===== config.mk =====
export PLATFORM = sky130hd
export DESIGN_NAME = sysarr_output_collector_flat
export DESIGN_NICKNAME = d
export VERILOG_FILES = /design/src/rtl/sys_arr_pkg.sv /design/src/rtl/sysarr_output_collector_if.sv /design/src/rtl/sysarr_out_bank.sv /design/src/rtl/sysarr_output_collector.sv /design/src/flat_wrapper.sv
export SDC_FILE = /design/constraint.sdc
export NUM_CORES = 1
export LEC_CHECK = 0
export CAP_MARGIN = 30
export CORE_MARGIN = 4
export CORE_UTILIZATION = 50
export DETAILED_ROUTE_END_ITERATION = 6
export PLACE_DENSITY = 0.68
export SLEW_MARGIN = 20
export SYNTH_ARGS = -nofsm -noshare
export SYNTH_HDL_FRONTEND = slang
export SYNTH_HIERARCHICAL = 1
export SYNTH_SLANG_ARGS = --single-unit

===== constraint.sdc =====
create_clock -name clk -period 12.85 [get_ports clk]
set_input_delay 3.855 -clock clk [delete_from_list [all_inputs] [get_ports clk]]
set_output_delay 3.855 -clock clk [all_outputs]
set_load 0.05 [all_outputs]

===== src/rtl/sys_arr_pkg.sv =====
// Shared types for the systolic-array output path: bank life-cycle states,
// writeback read FSM states and the bank count of the ping-pong tile buffer.
package sys_arr_pkg;

  localparam int NUM_BANKS = 2;

  typedef enum logic [1:0] {
    EMPTY    = 2'd0,
    FILLING  = 2'd1,
    FULL     = 2'd2,
    DRAINING = 2'd3
  } bank_state_t;

  typedef enum logic {
    RD_IDLE   = 1'b0,
    RD_STREAM = 1'b1
  } rd_state_t;

endpackage


===== src/rtl/sysarr_output_collector_if.sv =====
// Writeback stream from the output collector.
// Handshake: a row transfers on every rising clk edge where wb_valid && wb_ready.
// While wb_valid is high and wb_ready low, wb_data/wb_row/wb_last are held
// stable and wb_valid stays high until the transfer happens.
interface sysarr_output_collector_if #(
  parameter int DW = 16,
  parameter int N  = 4
);
  logic                   wb_valid;
  logic                   wb_ready;
  logic [DW*N-1:0]        wb_data;
  logic [$clog2(N)-1:0]   wb_row;
  logic                   wb_last;

  modport master (output wb_valid, output wb_data, output wb_row, output wb_last, input wb_ready);
  modport slave  (input wb_valid, input wb_data, input wb_row, input wb_last, output wb_ready);
endinterface


===== src/rtl/sysarr_out_bank.sv =====
// One tile bank: N rows of DW*N bits plus a mask of rows received so far.
// clr and wr_en may coincide: the mask restarts with only the new row.
module sysarr_out_bank #(
  parameter int DW = 16,
  parameter int N  = 4
) (
  input  logic                 clk,
  input  logic                 nRST,
  input  logic                 wr_en,
  input  logic [$clog2(N)-1:0] wr_row,
  input  logic [DW*N-1:0]      wr_data,
  input  logic [$clog2(N)-1:0] rd_row,
  output logic [DW*N-1:0]      rd_data,
  output logic [N-1:0]         mask,
  input  logic                 clr
);

  logic [DW*N-1:0] rows_q [N];
  logic [N-1:0]    mask_q;
  logic [N-1:0]    mask_d;
  logic [N-1:0]    row_bit;

  // Next mask: optional clear, then set the bit of the row being written.
  always_comb begin
    row_bit         = '0;
    row_bit[wr_row] = 1'b1;
    mask_d          = (clr ? '0 : mask_q) | (wr_en ? row_bit : '0);
  end

  // Mask register; reset discards any partially received tile.
  always_ff @(posedge clk or negedge nRST) begin
    if (!nRST) mask_q <= '0;
    else       mask_q <= mask_d;
  end

  // Row storage; contents are only meaningful where the mask bit is set.
  always_ff @(posedge clk) begin
    if (wr_en) rows_q[wr_row] <= wr_data;
  end

  assign rd_data = rows_q[rd_row];
  assign mask    = mask_q;

endmodule


===== src/rtl/sysarr_output_collector.sv =====
// Systolic-array output collector: gathers result rows (any order) into a
// two-bank tile buffer and streams each complete tile to writeback in row order.
// Optional build macro SYSARR_OUT_RELU_EN: negative lanes are zeroed on write.
module sysarr_output_collector
  import sys_arr_pkg::*;
#(
  parameter int DW = 16,
  parameter int N  = 4
) (
  input  logic                      clk,
  input  logic                      nRST,
  input  logic                      out_en,
  input  logic [$clog2(N)-1:0]      row_out,
  input  logic [DW*N-1:0]           array_output,
  input  logic                      drained,
  output logic                      space_avail,
  sysarr_output_collector_if.master wb,
  output logic                      tile_done,
  output logic [15:0]               tile_cnt,
  output logic                      err_overflow,
  output logic                      err_dup,
  output logic                      err_partial,
  input  logic                      err_clr,
  output rd_state_t                 dbg_rd_state
);

  localparam int RW = $clog2(N);

  bank_state_t       bank_state_q [NUM_BANKS];
  bank_state_t       bank_state_d [NUM_BANKS];
  logic              wr_ptr_q, wr_ptr_d, rd_ptr_q, rd_ptr_d;
  rd_state_t         rd_state_q, rd_state_d;
  logic [RW-1:0]     rd_row_q, rd_row_d;
  logic              wb_valid_q, wb_valid_d;
  logic              tile_done_q, drained_q;
  logic [15:0]       tile_cnt_q;
  logic              err_ovf_q, err_dup_q, err_part_q;

  logic [DW*N-1:0]   bank_rd_data [NUM_BANKS];
  logic [N-1:0]      bank_mask    [NUM_BANKS];
  logic              bank_wr_en   [NUM_BANKS];
  logic              bank_clr     [NUM_BANKS];

  logic              hs, hs_last, freed, accept, mask_done, dup_set, ovf_set, part_set;
  logic [N-1:0]      row_bit, new_mask;
  logic [DW*N-1:0]   wr_data;
  logic              any_filling, any_space;

  // Write-side decode: acceptance, mask completion and error conditions.
  always_comb begin
    hs        = wb_valid_q && wb.wb_ready;
    hs_last   = hs && (rd_row_q == RW'(N-1));
    // The final handshake frees the bank the writer is waiting on.
    freed     = hs_last && (rd_ptr_q == wr_ptr_q);
    accept    = out_en && (bank_state_q[wr_ptr_q] == EMPTY ||
                           bank_state_q[wr_ptr_q] == FILLING || freed);
    row_bit          = '0;
    row_bit[row_out] = 1'b1;
    new_mask  = (freed ? '0 : bank_mask[wr_ptr_q]) | row_bit;
    mask_done = &new_mask;
    dup_set   = accept && !freed && bank_mask[wr_ptr_q][row_out];
    ovf_set   = out_en && !accept;
  end

  // Lane conditioning before storage.
  always_comb begin
    wr_data = array_output;
`ifdef SYSARR_OUT_RELU_EN
    for (int l = 0; l < N; l++) begin
      if (array_output[l*DW + DW-1]) wr_data[l*DW +: DW] = '0;
    end
`endif
  end

  // Space and partial-tile detection across banks.
  always_comb begin
    any_filling = 1'b0;
    any_space   = 1'b0;
    for (int b = 0; b < NUM_BANKS; b++) begin
      if (bank_state_q[b] == FILLING) any_filling = 1'b1;
      if (bank_state_q[b] == EMPTY || bank_state_q[b] == FILLING) any_space = 1'b1;
    end
    part_set = drained && !drained_q && any_filling;
  end

  // Next state: read FSM first, then the write side (which wins on a freed bank).
  always_comb begin
    bank_state_d = bank_state_q;
    wr_ptr_d     = wr_ptr_q;
    rd_ptr_d     = rd_ptr_q;
    rd_state_d   = rd_state_q;
    rd_row_d     = rd_row_q;
    wb_valid_d   = wb_valid_q;
    case (rd_state_q)
      RD_IDLE: begin
        if (bank_state_q[rd_ptr_q] == FULL) begin
          bank_state_d[rd_ptr_q] = DRAINING;
          rd_row_d               = '0;
          wb_valid_d             = 1'b1;
          rd_state_d             = RD_STREAM;
        end
      end
      RD_STREAM: begin
        if (hs_last) begin
          bank_state_d[rd_ptr_q] = EMPTY;
          rd_ptr_d               = ~rd_ptr_q;
          rd_row_d               = '0;
          // Claim the other bank immediately if it is already full.
          if (bank_state_q[~rd_ptr_q] == FULL) begin
            bank_state_d[~rd_ptr_q] = DRAINING;
            wb_valid_d              = 1'b1;
          end else begin
            wb_valid_d = 1'b0;
            rd_state_d = RD_IDLE;
          end
        end else if (hs) begin
          rd_row_d = rd_row_q + RW'(1);
        end
      end
      default: rd_state_d = RD_IDLE;
    endcase
    if (accept) begin
      bank_state_d[wr_ptr_q] = mask_done ? FULL : FILLING;
      if (mask_done) wr_ptr_d = ~wr_ptr_q;
    end
  end

  // State, pointers, counters and sticky errors (a new error beats err_clr).
  always_ff @(posedge clk or negedge nRST) begin
    if (!nRST) begin
      for (int b = 0; b < NUM_BANKS; b++) bank_state_q[b] <= EMPTY;
      wr_ptr_q    <= 1'b0;
      rd_ptr_q    <= 1'b0;
      rd_state_q  <= RD_IDLE;
      rd_row_q    <= '0;
      wb_valid_q  <= 1'b0;
      tile_done_q <= 1'b0;
      tile_cnt_q  <= '0;
      drained_q   <= 1'b0;
      err_ovf_q   <= 1'b0;
      err_dup_q   <= 1'b0;
      err_part_q  <= 1'b0;
    end else begin
      bank_state_q <= bank_state_d;
      wr_ptr_q     <= wr_ptr_d;
      rd_ptr_q     <= rd_ptr_d;
      rd_state_q   <= rd_state_d;
      rd_row_q     <= rd_row_d;
      wb_valid_q   <= wb_valid_d;
      tile_done_q  <= hs_last;
      if (hs_last) tile_cnt_q <= tile_cnt_q + 16'd1;
      drained_q    <= drained;
      err_ovf_q    <= ovf_set  || (err_ovf_q  && !err_clr);
      err_dup_q    <= dup_set  || (err_dup_q  && !err_clr);
      err_part_q   <= part_set || (err_part_q && !err_clr);
    end
  end

  for (genvar b = 0; b < NUM_BANKS; b++) begin : g_bank
    assign bank_wr_en[b] = accept  && (wr_ptr_q == 1'(b));
    assign bank_clr[b]   = hs_last && (rd_ptr_q == 1'(b));
    sysarr_out_bank #(.DW(DW), .N(N)) u_bank (
      .clk     (clk),
      .nRST    (nRST),
      .wr_en   (bank_wr_en[b]),
      .wr_row  (row_out),
      .wr_data (wr_data),
      .rd_row  (rd_row_q),
      .rd_data (bank_rd_data[b]),
      .mask    (bank_mask[b]),
      .clr     (bank_clr[b])
    );
  end

  assign wb.wb_valid   = wb_valid_q;
  assign wb.wb_row     = rd_row_q;
  assign wb.wb_last    = (rd_row_q == RW'(N-1));
  assign wb.wb_data    = wb_valid_q ? bank_rd_data[rd_ptr_q] : '0;
  assign space_avail   = any_space;
  assign tile_done     = tile_done_q;
  assign tile_cnt      = tile_cnt_q;
  assign err_overflow  = err_ovf_q;
  assign err_dup       = err_dup_q;
  assign err_partial   = err_part_q;
  assign dbg_rd_state  = rd_state_q;

endmodule


===== src/flat_wrapper.sv =====
// flat-port wrapper written by rule: the top's interface ports become plain ports
module sysarr_output_collector_flat import sys_arr_pkg::*;
#(
  parameter int DW = 16,
  parameter int N  = 4
)
  (clk, nRST, out_en, row_out, array_output, drained, space_avail, tile_done, tile_cnt, err_overflow, err_dup, err_partial, err_clr, dbg_rd_state, wb_wb_valid, wb_wb_data, wb_wb_row, wb_wb_last, wb_wb_ready);
  sysarr_output_collector_if #(.DW(DW), .N(N)) wb_i ();
  input  logic clk;
  input  logic nRST;
  input  logic out_en;
  input  logic [$clog2(N)-1:0] row_out;
  input  logic [DW*N-1:0] array_output;
  input  logic drained;
  output logic space_avail;
  output logic tile_done;
  output logic [15:0] tile_cnt;
  output logic err_overflow;
  output logic err_dup;
  output logic err_partial;
  input  logic err_clr;
  output rd_state_t dbg_rd_state;
  output wire logic [$bits(wb_i.wb_valid)-1:0] wb_wb_valid;
  output wire logic [$bits(wb_i.wb_data)-1:0] wb_wb_data;
  output wire logic [$bits(wb_i.wb_row)-1:0] wb_wb_row;
  output wire logic [$bits(wb_i.wb_last)-1:0] wb_wb_last;
  input wire logic [$bits(wb_i.wb_ready)-1:0] wb_wb_ready;
  assign wb_wb_valid = wb_i.wb_valid;
  assign wb_wb_data = wb_i.wb_data;
  assign wb_wb_row = wb_i.wb_row;
  assign wb_wb_last = wb_i.wb_last;
  assign wb_i.wb_ready = wb_wb_ready;
  sysarr_output_collector #(.DW(DW), .N(N)) u_core (.clk(clk), .nRST(nRST), .out_en(out_en), .row_out(row_out), .array_output(array_output), .drained(drained), .space_avail(space_avail), .wb(wb_i), .tile_done(tile_done), .tile_cnt(tile_cnt), .err_overflow(err_overflow), .err_dup(err_dup), .err_partial(err_partial), .err_clr(err_clr), .dbg_rd_state(dbg_rd_state));
endmodule

==> impl_metrics.ini <==
[run_status]
status = finished, final reports clean

[timing]
drv_slew = 0
maxSlewHeadroom_pct = 33.44
min_period_ns = 7.933
tns_ns = 0
fmax_mhz = 126.1
finalCritPeriodShare_pct = 61.73
hold_viol_final = 0
fin_skew_ns = 0.01406
setup_viol = 0
rsz0062_at_grt = false
tightest_slew_ns = 0.9983

[drt]
drtIter0Drc = 778
vias_per_cell = 5.617
via_count = 10200
wire_per_inst_um = 23.49
drc = 0
drtPass1Iterations = 4
drtAntennaViolNets = 0
finalWirelength_um = 42630

[synth]
yosys.area.top_type = edfxtp_1
synth_fp_nets = 1068
synthTopCellsByArea = edfxtp_1 (71%), mux4_2 (13%), dfrtp_1 (4.5%), mux2i_1 (3.1%), nor2b_1 (2.0%)
synthArstFlopShare_pct = 7.078
syn_area_sq_mm = 0.02171
synth_edf_count = 512
yosys.area.top_type_share_pct = 70.80
avgSynthCellArea_sq_um = 21.85
synth_cell_type_count = 48
yosysSeqAreaShare_pct = 75.30
synthCells = 994
ys.flop_type = edfxtp_1
yosys_register_bits = 551
yosysWarnings = 6

[cts]
ctsResizeCount = 0
numCtsBuffers = 54
h-tree-depth = 2
holdBufCountCts = 0
cts_setup_buffers = 0
clk_latency_ns = 0.59
cts_buffer_depth = 3
cts_tree = done
cts-root-buf = clkbuf_16
clock-sinks = 551
cts.clk_slew.worst_paths_ns = 0.06

[placed_design]
place.gp.congestion = 0.7320
io_buffers = 161
dp_cells = 1712
placed_area_sq_mm = 0.02386
dpl.hpwl_um = 22680

[critical_path]
slowest_stage = clkdlybuf4s50_1
crit_chain = buf_12 > buf_4 > mux4_2 > mux2i_1 > nor2b_1 > clkdlybuf4s50_1
worst_r2r_path_depth = 9
crit_required_ns = 8.99
r2r-start = u_core/wb.wb_row[0]
crit_arrival_ns = 4.08
crit_family = buffers and inverters
ff2ff_setup_slack_ns = 8.14
worstPathMaxFanout = 65
cp-end-kind = output pin
path_buf_inv = 3
worst_setup_path_start_kind = register
reg2reg_to = u_core/g_bank[1].u_bank/rows_q[2][34]
slowest_delay_ns = 0.86
criticalPathCategory = register to output pin

[cells_and_area]
fin_area_sq_mm = 0.02562
layout-drive-gt1-share_pct = 19.54
area_growth_pct = 18.00
fin_cells = 1815
fin_nets = 1259

[min_path]
min_from = u_core/g_bank[1].u_bank/mask[1]
hold_depth = 1
hold_path_class = register to register
hold-path-endpoint = u_core/g_bank[1].u_bank/mask[1]

[power]
powerDensity_mw_per_mm2 = 180.8
p_leak_nw = 8.157
power_w = 0.004632
ir_worst_vdd_v = 0.0001050

[global_route]
use_met1_pct = 26.65
first_global_vias = 10760
track_usage_pct = 18.43
grt.busiest_layer = met2
grt_max_degree = 72
grtUsageMet3_pct = 4.403
met2_usage_pct = 29.22
grt_pass1_wl_um = 65650
antenna_found_initial = 6
globalRouteOverflowTotal = 0

[floorplanning]
ioPinCount = 162
rows = 76
die_w_um = 216.4
core_area_sq_mm = 0.04298
die_h_um = 216.4
dieArea_sq_mm = 0.04683
start_util_pct = 50.52

[run]
maxCapViolCount = 0
-- final cells by class --
class / instances / area (sq um)
fill: 3160 / 17360
sequential: 551 / 16360
multi-input combinational: 384 / 4941
timing repair buffer: 181 / 1822
clock buffer: 74 / 1468
tap: 585 / 732.0
clock inverter: 25 / 244.0
inverter: 13 / 48.80
antenna: 2 / 5.005
-- Yosys cell counts (all sizes together), types with 2 or more instances --
| library cell | instances |
|---|---|
| a211oi | 3 |
| o21ai | 8 |
| nor4 | 3 |
| nor2b | 68 |
| nor3 | 2 |
| dfrtp | 39 |
| and3b | 2 |
| inv | 12 |
| mux2i | 67 |
| a21boi | 2 |
| and3 | 4 |
| buf | 34 |
| nor3b | 3 |
| mux4 | 129 |
| nand3 | 7 |
| o211ai | 2 |
| xor2 | 5 |
| mux2 | 6 |
| nor2 | 7 |
| a21o | 7 |
| o22ai | 8 |
| ha | 2 |
| a221oi | 2 |
| nand2b | 3 |
| nand2 | 19 |
| o2bb2ai | 2 |
| a22o | 2 |
| xnor2 | 12 |
| nand4 | 3 |
| clkbuf | 12 |
| edfxtp | 512 |
-- cell usage in the layout, fill, tap and decap left out, types with 3 or more instances in the layout --
cell type / Yosys / final
edfxtp_1: 512 / 512
mux2i_1: 67 / 67
clkbuf_16: 0 / 55
mux4_2: 121 / 121
mux4_1: 8 / 8
nand2b_1: 3 / 3
nor2b_1: 68 / 68
xor2_1: 5 / 5
buf_4: 0 / 16
bufinv_16: 0 / 5
clkinv_1: 1 / 11
a21o_1: 7 / 7
dfrtp_4: 0 / 3
nand3_1: 5 / 5
clkinv_2: 0 / 8
xnor2_1: 12 / 12
nand2_1: 19 / 19
clkdlybuf4s50_1: 0 / 160
mux2_2: 5 / 5
dfrtp_1: 39 / 35
inv_1: 12 / 12
clkbuf_1: 10 / 17
nor2_1: 7 / 5
o21ai_0: 8 / 8
o22ai_1: 8 / 8
-- worst max path at each step --
stage	from	endpoint	slack [ns]	depth (start not counted)
floorplan	wb_wb_ready	u_core/g_bank[0].u_bank/rows_q[0][0]	2.95	5
finish	u_core/wb.wb_row[1]	wb_wb_data[10]	4.92	6
global route	u_core/wb.wb_row[0]	wb_wb_data[63]	4.67	5
CTS	u_core/wb.wb_row[0]	wb_wb_data[52]	4.78	5
detailed placement	u_core/wb.wb_row[0]	wb_wb_data[52]	5.42	5
global placement	u_core/wb.wb_row[1]	wb_wb_data[46]	5.32	5
-- registers in the layout (all words and copies together), names as in the netlist, 2 cells and up --
| name | cells |
|---|---|
| u_core/wb.wb_row | 2 |
| u_core/g_bank.u_bank/mask | 8 |
| u_core/g_bank.u_bank/rows_q | 512 |
| u_core/bank_state_q | 4 |
| u_core/tile_cnt | 16 |
-- report_power, final --
group	internal [W]	switching [W]	total, W
logic	0.000509	0.000449	0.000959
clock network	0.000895	0.000628	0.00152
registers	0.00204	0.000112	0.00215
-- metrics by stage --
step                      hold slack, ns  setup slack, ns  util [%]
final                             0.4761            4.917     59.62
after global routing              0.4967            4.673     59.61
after CTS                         0.4746            4.781     59.49
after detailed placement          0.4614            5.423     55.51
after global placement            0.4542            5.323     55.40
after floorplan                   0.4441            2.946         -
-- layer usage --
layer / part of all wire (%) / vias to the layer above
met1: 45 / 5404
li1: - / 4470
met4: 1.7 / 6
met2: 48 / 255
met5: 0.11 / -
met3: 5.5 / 60
-- cell families (layout without fill, tap and decap cells) --
kind of cell | after synthesis | in the layout | synth area share, %
DFF | 551 | 551 | 75.30
muxes | 202 | 202 | 16.92
and+or+nand+nor | 123 | 123 | 3.492
buffers and inverters | 59 | 293 | 2.143
AOI/OAI and AO/OA | 40 | 40 | 1.348
xor gates and xnor gates | 17 | 17 | 0.6857
adders and majority gates | 2 | 2 | 0.1152
other | 0 | 2 | 0
Note: power is estimated with default switching activity, not from simulation.
